===== config.mk =====
export PLATFORM = sky130hd
export DESIGN_NAME = msc16_uart_tx
export DESIGN_NICKNAME = d
export VERILOG_FILES = /design/src/rtl/msc16_pkg.sv /design/src/rtl/msc16_sync_fifo.sv /design/src/rtl/msc16_uart_tx.sv
export SDC_FILE = /design/constraint.sdc
export NUM_CORES = 1
export LEC_CHECK = 0
export ABC_AREA = 1
export BUFFER_PORTS_ARGS = -buffer_cell sky130_fd_sc_hd__buf_2
export CELL_PAD_IN_SITES_DETAIL_PLACEMENT = 1
export CELL_PAD_IN_SITES_GLOBAL_PLACEMENT = 1
export CORE_AREA = 2 2 127 129
export DETAILED_ROUTE_END_ITERATION = 8
export DIE_AREA = 0 0 129 131
export GPL_ROUTABILITY_DRIVEN = 0
export PLACE_DENSITY = 0.76
export RECOVER_POWER = 50
export SLEW_MARGIN = 20
export SYNTH_ARGS = -nofsm -noshare
export SYNTH_HDL_FRONTEND = slang
export SYNTH_SLANG_ARGS = --single-unit

===== constraint.sdc =====
create_clock -name clk -period 3.7 [get_ports clk]
set_input_delay 0 -clock clk [delete_from_list [all_inputs] [get_ports clk]]
set_output_delay 0 -clock clk [all_outputs]
set_load 0.005 [all_outputs]

===== src/rtl/msc16_pkg.sv =====
// Shared constants for the msc16 UART transmitter:
// register offsets, STATUS bit positions and FSM states.
package msc16_pkg;

    localparam logic [1:0] REG_DATA   = 2'd0;
    localparam logic [1:0] REG_STATUS = 2'd1;
    localparam logic [1:0] REG_DIV    = 2'd2;

    localparam int ST_FULL  = 0;
    localparam int ST_EMPTY = 1;
    localparam int ST_BUSY  = 2;
    localparam int ST_OVF   = 3;
    localparam int ST_CNT   = 4;

    typedef enum logic [1:0] {
        S_IDLE,
        S_START,
        S_DATA,
        S_STOP
    } tx_state_t;

endpackage


===== src/rtl/msc16_sync_fifo.sv =====
// Synchronous FIFO with occupancy count; DEPTH must be a power of two
// so the pointers wrap for free.
module msc16_sync_fifo #(
    parameter int WIDTH = 8,
    parameter int DEPTH = 8
) (
    input  logic                     clk,
    input  logic                     rstn,
    input  logic                     push,
    input  logic [WIDTH-1:0]         wdata,
    input  logic                     pop,
    output logic [WIDTH-1:0]         rdata,
    output logic                     full,
    output logic                     empty,
    output logic [$clog2(DEPTH):0]   count
);

    localparam int AW = $clog2(DEPTH);
    localparam int CW = AW + 1;

    logic [WIDTH-1:0] mem [DEPTH];
    logic [AW-1:0]    wp;
    logic [AW-1:0]    rp;
    logic             do_push;
    logic             do_pop;

    assign full    = (count == CW'(DEPTH));
    assign empty   = (count == '0);
    assign do_push = push && !full;
    assign do_pop  = pop && !empty;
    assign rdata   = mem[rp];

    always_ff @(posedge clk) begin
        if (do_push) begin
            mem[wp] <= wdata;
        end
    end

    always_ff @(posedge clk) begin
        if (!rstn) begin
            wp    <= '0;
            rp    <= '0;
            count <= '0;
        end else begin
            if (do_push) begin
                wp <= wp + AW'(1);
            end
            if (do_pop) begin
                rp <= rp + AW'(1);
            end
            unique case ({do_push, do_pop})
                2'b10:   count <= count + CW'(1);
                2'b01:   count <= count - CW'(1);
                default: count <= count;
            endcase
        end
    end

endmodule


===== src/rtl/msc16_uart_tx.sv =====
// Memory-mapped 8N1 UART transmitter for the msc16 bus:
// DATA/STATUS/DIV registers, byte FIFO and serialiser.
module msc16_uart_tx
    import msc16_pkg::*;
#(
    parameter logic [15:0] BASE_ADDR  = 16'hFF00,
    parameter int          FIFO_DEPTH = 8,
    parameter logic [15:0] DIV_RESET  = 16'd433
) (
    input  logic        clk,
    input  logic        rstn,
    input  logic        mem_en,
    input  logic        mem_we,
    input  logic [15:0] mem_addr,
    input  logic [15:0] mem_wdata,
    output logic [15:0] rd_data,
    output logic        rd_sel,
    output logic        tx
);

    localparam int CW = $clog2(FIFO_DEPTH) + 1;

    logic          hit;
    logic          wr;
    logic          rd;
    logic [1:0]    off;
    logic          addr_unused;
    logic          push;
    logic          pop;
    logic          full;
    logic          empty;
    logic [7:0]    fifo_q;
    logic [CW-1:0] count;
    logic [15:0]   div;
    logic [15:0]   bit_div;
    logic [15:0]   cnt;
    logic [2:0]    bit_idx;
    logic [7:0]    shift;
    logic          ovf;
    logic          bit_end;
    logic          tx_d;
    logic [15:0]   status;
    logic [15:0]   rd_mux;
    tx_state_t     state;
    tx_state_t     state_d;

    assign hit         = mem_en && (mem_addr[15:3] == BASE_ADDR[15:3]);
    assign off         = mem_addr[2:1];
    assign wr          = hit && mem_we;
    assign rd          = hit && !mem_we;
    assign push        = wr && (off == REG_DATA);
    assign addr_unused = mem_addr[0];
    assign bit_end     = (cnt == bit_div);

    msc16_sync_fifo #(
        .WIDTH (8),
        .DEPTH (FIFO_DEPTH)
    ) u_fifo (
        .clk   (clk),
        .rstn  (rstn),
        .push  (push),
        .wdata (mem_wdata[7:0]),
        .pop   (pop),
        .rdata (fifo_q),
        .full  (full),
        .empty (empty),
        .count (count)
    );

    always_comb begin
        status                = '0;
        status[ST_FULL]       = full;
        status[ST_EMPTY]      = empty;
        status[ST_BUSY]       = (state != S_IDLE);
        status[ST_OVF]        = ovf;
        status[ST_CNT +: CW]  = count;
        rd_mux                = '0;
        case (off)
            REG_STATUS: rd_mux = status;
            REG_DIV:    rd_mux = div;
            default:    rd_mux = '0;
        endcase
    end

    // A push to a full FIFO is lost even if the serialiser pops that cycle.
    always_ff @(posedge clk) begin
        if (!rstn) begin
            rd_sel  <= 1'b0;
            rd_data <= '0;
            div     <= DIV_RESET;
            ovf     <= 1'b0;
        end else begin
            rd_sel  <= rd;
            rd_data <= rd ? rd_mux : '0;
            if (wr && (off == REG_DIV)) begin
                div <= mem_wdata;
            end
            if (push && full) begin
                ovf <= 1'b1;
            end else if (rd && (off == REG_STATUS)) begin
                ovf <= 1'b0;
            end
        end
    end

    always_comb begin
        state_d = state;
        pop     = 1'b0;
        tx_d    = 1'b1;
        unique case (state)
            S_IDLE: begin
                if (!empty) begin
                    pop     = 1'b1;
                    state_d = S_START;
                end
            end
            S_START: begin
                tx_d = 1'b0;
                if (bit_end) state_d = S_DATA;
            end
            S_DATA: begin
                tx_d = shift[0];
                if (bit_end && (bit_idx == 3'd7)) state_d = S_STOP;
            end
            S_STOP: begin
                if (bit_end) state_d = S_IDLE;
            end
            default: state_d = S_IDLE;
        endcase
    end

    always_ff @(posedge clk) begin
        if (!rstn) begin
            state <= S_IDLE;
        end else begin
            state <= state_d;
        end
    end

    // tx is registered, so the line lags the state by one clock.
    always_ff @(posedge clk) begin
        if (!rstn) begin
            tx      <= 1'b1;
            cnt     <= '0;
            bit_idx <= '0;
            shift   <= '0;
            bit_div <= '0;
        end else begin
            tx <= tx_d;
            if (pop) begin
                shift   <= fifo_q;
                bit_div <= div;
                cnt     <= '0;
                bit_idx <= '0;
            end else if (state != S_IDLE) begin
                if (bit_end) begin
                    cnt <= '0;
                    if (state == S_DATA) begin
                        shift   <= shift >> 1;
                        bit_idx <= bit_idx + 3'd1;
                    end
                end else begin
                    cnt <= cnt + 16'd1;
                end
            end
        end
    end

endmodule

==> impl_metrics.toml, run 1 <==
[synth]
ys_seq_elements = 157
synth_edf_count = 64
synth.net_count = 819
syn_inst = 767
yosysTopAreaCellShare = 0.286
yosysSeqAreaShare = 0.563
synth.largest_area_cell = "edfxtp_1"
synth_area_mm2 = 0.00673
synthArstFlopShare = 0
synth.distinct_cells = 36
synth_top_cells_by_area = "edfxtp_1 (29%), dfxtp_1 (28%), nor2_1 (7.5%)"
synth_top_flop_cell = "dfxtp_1"
yosysWarnings = 0
syn_avg_cell_area_um2 = 8.77

[clocking]
cts_tree = "yes"
cts_sinks = 157
cts_resized = 0
numCtsBuffers = 17
postCtsSetupBuffers = 0
insertion_delay_ns = 0.43
holdBufCountCts = 21
cts.clk_slew.worst_paths_ns = 0.06
clock_path_buffers = 2
cts-root-buf = "clkbuf_16"
htree_levels = 4

[sta]
slew_headroom = -0.227
rsz0062_at_grt = "false"
worstMarginPinSlew_ns = 1.84
finalSetupViolCount = 0
setup_tns_ns = 0
drv_slew = 43
skew_ns = 0.00966
hold_violations = 0
max_freq_mhz = 298
min_period_over_period = 0.906
min_period_ns = 3.35

[status]
status = "finished with violations"
violations = "max-capacitance violations, max-slew violations"

[final_layout]
antenna_cells = 0
drive_gt1_frac = 0.108
final_util = 0.510
fin_nets = 892
area_growth_pct = 18.3
layout.cells.most_common_list = "nor2_1 (135), nand2_1 (126), dfxtp_1 (93), inv_1 (71), edfxtp_1 (64)"
layout_commonest_cell = "nor2_1"

[setup_path]
rr_startpoint = "state[0]"
critPathLaunchType = "input pin"
setup.reg_to_reg.worst_slack_ns = 0.44
endpoint_kind = "flop"
cp.arrival_ns = 3.68
critPathKind = "in -> reg"
critPathLaunch = "mem_addr[4]"
rr_worst_depth = 8
cp.required_ns = 4.02
r2r-end = "cnt[11]"
crit_fanout = 6

[route]
avgViaCountPerCell = 5.18
drcViolationCount = 0
drtIter0Drc = 273
wl_per_cell_um = 17.2
routed_wl_um = 18300
ant_nets = 0
routed-via-count = 5542
drt-pass1-iter-count = 4

[floorplanning]
io-pin-count = 54
die_h_um = 131
fp.dieW_um = 129
die_area_mm2 = 0.0169
start_util = 0.431
rows = 46
core_area_mm2 = 0.0156

[power]
p_switching_mw = 1.80
p_int_mw = 3.48
seq_power_share = 0.388
sw_frac_of_total = 0.341
clockPowerShare = 0.340
pwr-share-comb = 0.272
p_leak_nw = 3.15
vdd_drop_max_uv = 425
p_per_area_mw_per_mm2 = 664

[global_route]
grt_max_degree = 43
grt_pass1_wl_um = 30100
first_global_vias = 6048
grt_antenna_before_repair = 0
gr-usage-all-layers = 0.232
grt-ovfl-total = 0

[place]
post-dp-hpwl_um = 12000
portBuffers = 52

[worst_hold_path]
hp-class = "in -> reg"
hold_end = "rd_sel"
whs_path_depth = 5
min_from = "mem_addr[9]"

[run]
cap_viol_max_count = 1
-- metal layers --
| layer | track usage | share of wire |
|---|---|---|
| met5 | 0 | 0 |
| met4 | 0.0812 | 0.019 |
| met3 | 0.0554 | 0.046 |
| met2 | 0.431 | 0.53 |
| met1 | 0.261 | 0.41 |
-- power groups by stage --
stage / clock network (mW) / registers, mW / logic, mW
2_1_floorplan: 0 / 2.04 / 1.12
3_3_place_gp: 0 / 2.07 / 1.34
3_5_place_dp: 0 / 2.08 / 1.42
4_1_cts: 1.81 / 2.05 / 1.47
5_1_grt: 1.89 / 2.06 / 1.65
6_report: 1.79 / 2.05 / 1.44
-- cell type report --
type	count	area, um^2
Clock inverter	8	100
Sequential cell	157	3780
Clock buffer	24	505
Tap cell	216	270
Multi-Input combinational cell	502	2470
Timing Repair Buffer	84	527
Fill cell	1846	7640
Inverter	78	297
-- through the flow --
step / hold slack (ns) / instances / total power [mW] / setup slack (ns) / cell area (um^2)
after floorplan: 0.0989 / 767 / 3.16 / 1.24 / 6730
after global placement: 0.222 / 1016 / 3.41 / 1.04 / 7190
after detailed placement: 0.246 / 1016 / 3.51 / 0.895 / 7190
after CTS: 0.00411 / 1069 / 5.34 / 0.392 / 8010
after global routing: 0.0267 / 1069 / 5.60 / 0.116 / 7960
final: 0.00954 / 1069 / 5.28 / 0.347 / 7960
-- cell families after synthesis --
| family | Yosys count | synth area share |
|---|---|---|
| buffers and inverters | 108 | 0.0668 |
| adder cells (fa/ha/maj) | 16 | 0.0298 |
| AO/OA/AOI/OAI | 125 | 0.101 |
| flip-flops | 157 | 0.563 |
| XOR/XNOR | 12 | 0.0156 |
| AND/OR/NAND/NOR | 349 | 0.224 |
-- registers in the layout (all words and copies together) (netlist names), 2 cells and up, named ones only --
register      cells
shift             8
bit_idx           3
cnt              16
u_fifo.mem       64
rd_data          16
bit_div          16
u_fifo.count      4
u_fifo.wp         3
state             2
div              16
u_fifo.rp         3
-- worst max-delay path, stage by stage --
cell and delay, ns:
dlygate4sd3_1 0.54, buf_2 0.12, nor2_1 0.08, dlygate4sd3_1 0.55
nand4_1 0.06, dlygate4sd3_1 0.57, nor2_2 0.21, nand4_1 0.33
ha_1 0.37, nand2_1 0.10, inv_1 0.06, nor2_1 0.14
ha_1 0.17, a21oi_1 0.05, xnor2_1 0.13, o21ai_0 0.14
inv_1 0.05
-- worst max path at each step --
stage | to | cells past startpoint
6_report | u_fifo.count[2] | 17
3_5_place_dp | u_fifo.count[2] | 13
2_1_floorplan | u_fifo.count[2] | 16
5_1_grt | cnt[12] | 5
4_1_cts | u_fifo.count[2] | 17
3_3_place_gp | u_fifo.count[2] | 13
-- synth_stat cells, drive strengths merged (2+ instances only) --
| cell | number |
|---|---|
| nor2 | 141 |
| nand2 | 127 |
| dfxtp | 93 |
| inv | 77 |
| edfxtp | 64 |
| o21ai | 63 |
| a21oi | 47 |
| nand3 | 40 |
| nor3 | 22 |
| ha | 16 |
| buf | 15 |
| clkbuf | 15 |
| nand4 | 15 |
| xor2 | 11 |
| a211oi | 7 |
| o211ai | 3 |
| or2 | 3 |
| o221ai | 2 |
No activity file was read; power rests on OpenSTA's default activity.
==> run 2: changes to the inputs <==
Settings changed: CORE_AREA 2 2 127 129 to 2 2 178 93, DIE_AREA 0 0 129 131 to 0 0 180 95.
Clock period 3.7 ns to 4 ns, I/O delays scaled along.
==> impl_metrics.toml, run 2 (synthesis gave the netlist of run 1 again) <==
[final_layout]
largest_reg_flops = 64
drive_gt1_frac = 0.108
fin_cells = 1065
n_fill_cell = 1865
final_util = 0.503
layout_commonest_cell = "nor2_1"
antenna_cells = 0
top_register = "u_fifo.mem"
layout.cells.most_common_list = "nor2_1 (137), nand2_1 (126), dfxtp_1 (93), inv_1 (72), edfxtp_1 (64)"
fin_nets = 894
area_growth_pct = 17.6

[sta]
drv_slew = 0
hold_violations = 0
min_period_ns = 3.06
hold-worst-slack_ns = 0.0302
finalSetupViolCount = 0
worstMarginPinSlew_ns = 1.02
skew_ns = 0.0125
rsz0062_at_grt = "false"
min_period_over_period = 0.766
slew_headroom = 0.322
setup_tns_ns = 0
max_freq_mhz = 326

[run]
cap_viol_max_count = 0

[status]
status = "completed"

[setup_path]
critPathLaunchType = "flop"
cp.arrival_ns = 3.37
endpoint_kind = "flop"
rr_worst_depth = 13
cp.required_ns = 4.31
crit_fanout = 22
critPathKind = "reg -> reg"

[global_route]
gr-usage-all-layers = 0.235
grt_max_degree = 42
grt_pass1_wl_um = 30900
first_global_vias = 5762
grt-ovfl-total = 0
grt_antenna_before_repair = 1

[floorplanning]
die_area_mm2 = 0.0171
die_h_um = 95
rows = 33
io-pin-count = 54
start_util = 0.428
core_area_mm2 = 0.0157
fp.dieW_um = 180

[power]
vdd_drop_max_uv = 378
p_int_mw = 3.02
seq_power_share = 0.393
pwr-share-comb = 0.288
sw_frac_of_total = 0.375
clockPowerShare = 0.319
p_leak_nw = 3.11
p_per_area_mw_per_mm2 = 612
p_switching_mw = 1.82

[route]
drtIter0Drc = 399
drt-pass1-iter-count = 5
routed_wl_um = 19300
wl_per_cell_um = 18.1
ant_nets = 0
avgViaCountPerCell = 5.30
routed-via-count = 5640
drcViolationCount = 0

[place]
dp_cells = 1013
portBuffers = 52
post-dp-hpwl_um = 13300

[clocking]
cts-root-buf = "clkbuf_16"
clock_path_buffers = 2
htree_levels = 4
cts_tree = "yes"
cts_sinks = 157
numCtsBuffers = 17
cts.clk_slew.worst_paths_ns = 0.07
insertion_delay_ns = 0.44

[worst_hold_path]
whs_path_depth = 5
hp-class = "in -> reg"
## run 2: cell types whose count changed in the layout (fill, tap and decap cells not counted), moves of 2 or more
cell,change
inv_4,-2
bufinv_16,-2
inv_6,+3
clkinv_2,-2
clkinv_4,+2
nor2_2,-2
clkinvlp_4,+5
nor2_1,+2
buf_4,+2
clkbuf_16,-2
inv_8,+3
buf_2,-2
## run 2: layout make-up
class	count	area [um^2]	area share
repair buffers	86	533	0.0674
clock inverters	14	124	0.0157
multi-input cells	502	2480	0.313
inverters	78	300	0.0380
well taps	210	263	0.0332
flip-flops and latches	157	3780	0.478
clock buffers	18	429	0.0542
## run 2: repair_timing
item                                    4_1_cts  5_1_grt
gates resized for setup                       0        0
endpoints found under the setup margin        0        0
buffers inserted                              0        0
hold endpoints to repair                     82        0
hold buffers                                 20        0
## run 2: power by group through the flow
| stage | Sequential (mW) | Combinational, mW | Clock [mW] |
|---|---|---|---|
| 3_5_place_dp | 1.93 | 1.35 | 0 |
| 4_1_cts | 1.90 | 1.41 | 1.55 |
| 3_3_place_gp | 1.92 | 1.26 | 0 |
| 5_1_grt | 1.92 | 1.57 | 1.62 |
| 2_1_floorplan | 1.89 | 1.04 | 0 |
| 6_report | 1.90 | 1.39 | 1.54 |
## run 2: path summary, 6_finish.rpt
| kind | from | endpoint | slack (ns) |
|---|---|---|---|
| max | state[0] | u_fifo.count[2] | 0.94 |
| min | mem_addr[9] | ovf | 0.03 |
| max reg2reg | state[0] | u_fifo.count[2] | 0.94 |
| min reg2reg | bit_div[0] | bit_div[0] | 0.47 |
## run 2: per-layer routing
metal / up-vias / routed length (um) / GRT usage
li1: 2682 / - / -
met1: 2785 / 9360 / 0.330
met2: 147 / 8720 / 0.375
met3: 26 / 969 / 0.0413
met4: 0 / 266 / 0.0684
met5: - / 0 / 0
## run 2: per-stage QoR
stage | power, mW | area (um^2) | worst slack [ns]
after floorplan | 2.92 | 6730 | 1.54
after global placement | 3.18 | 7210 | 1.34
after detailed placement | 3.28 | 7210 | 1.18
after CTS | 4.86 | 7960 | 0.937
after global routing | 5.11 | 7910 | 0.751
final | 4.84 | 7910 | 0.937
## run 2: worst max-delay path: stages, from the launching register on
cell,delay (ns)
dfxtp_1,0.33
inv_1,0.13
ha_1,0.50
clkinv_4,0.24
nor2_8,0.34
ha_1,0.31
nand2_1,0.08
inv_1,0.08
nor2_1,0.06
ha_1,0.19
a21oi_1,0.20
xnor2_1,0.12
o21ai_0,0.24
inv_1,0.10
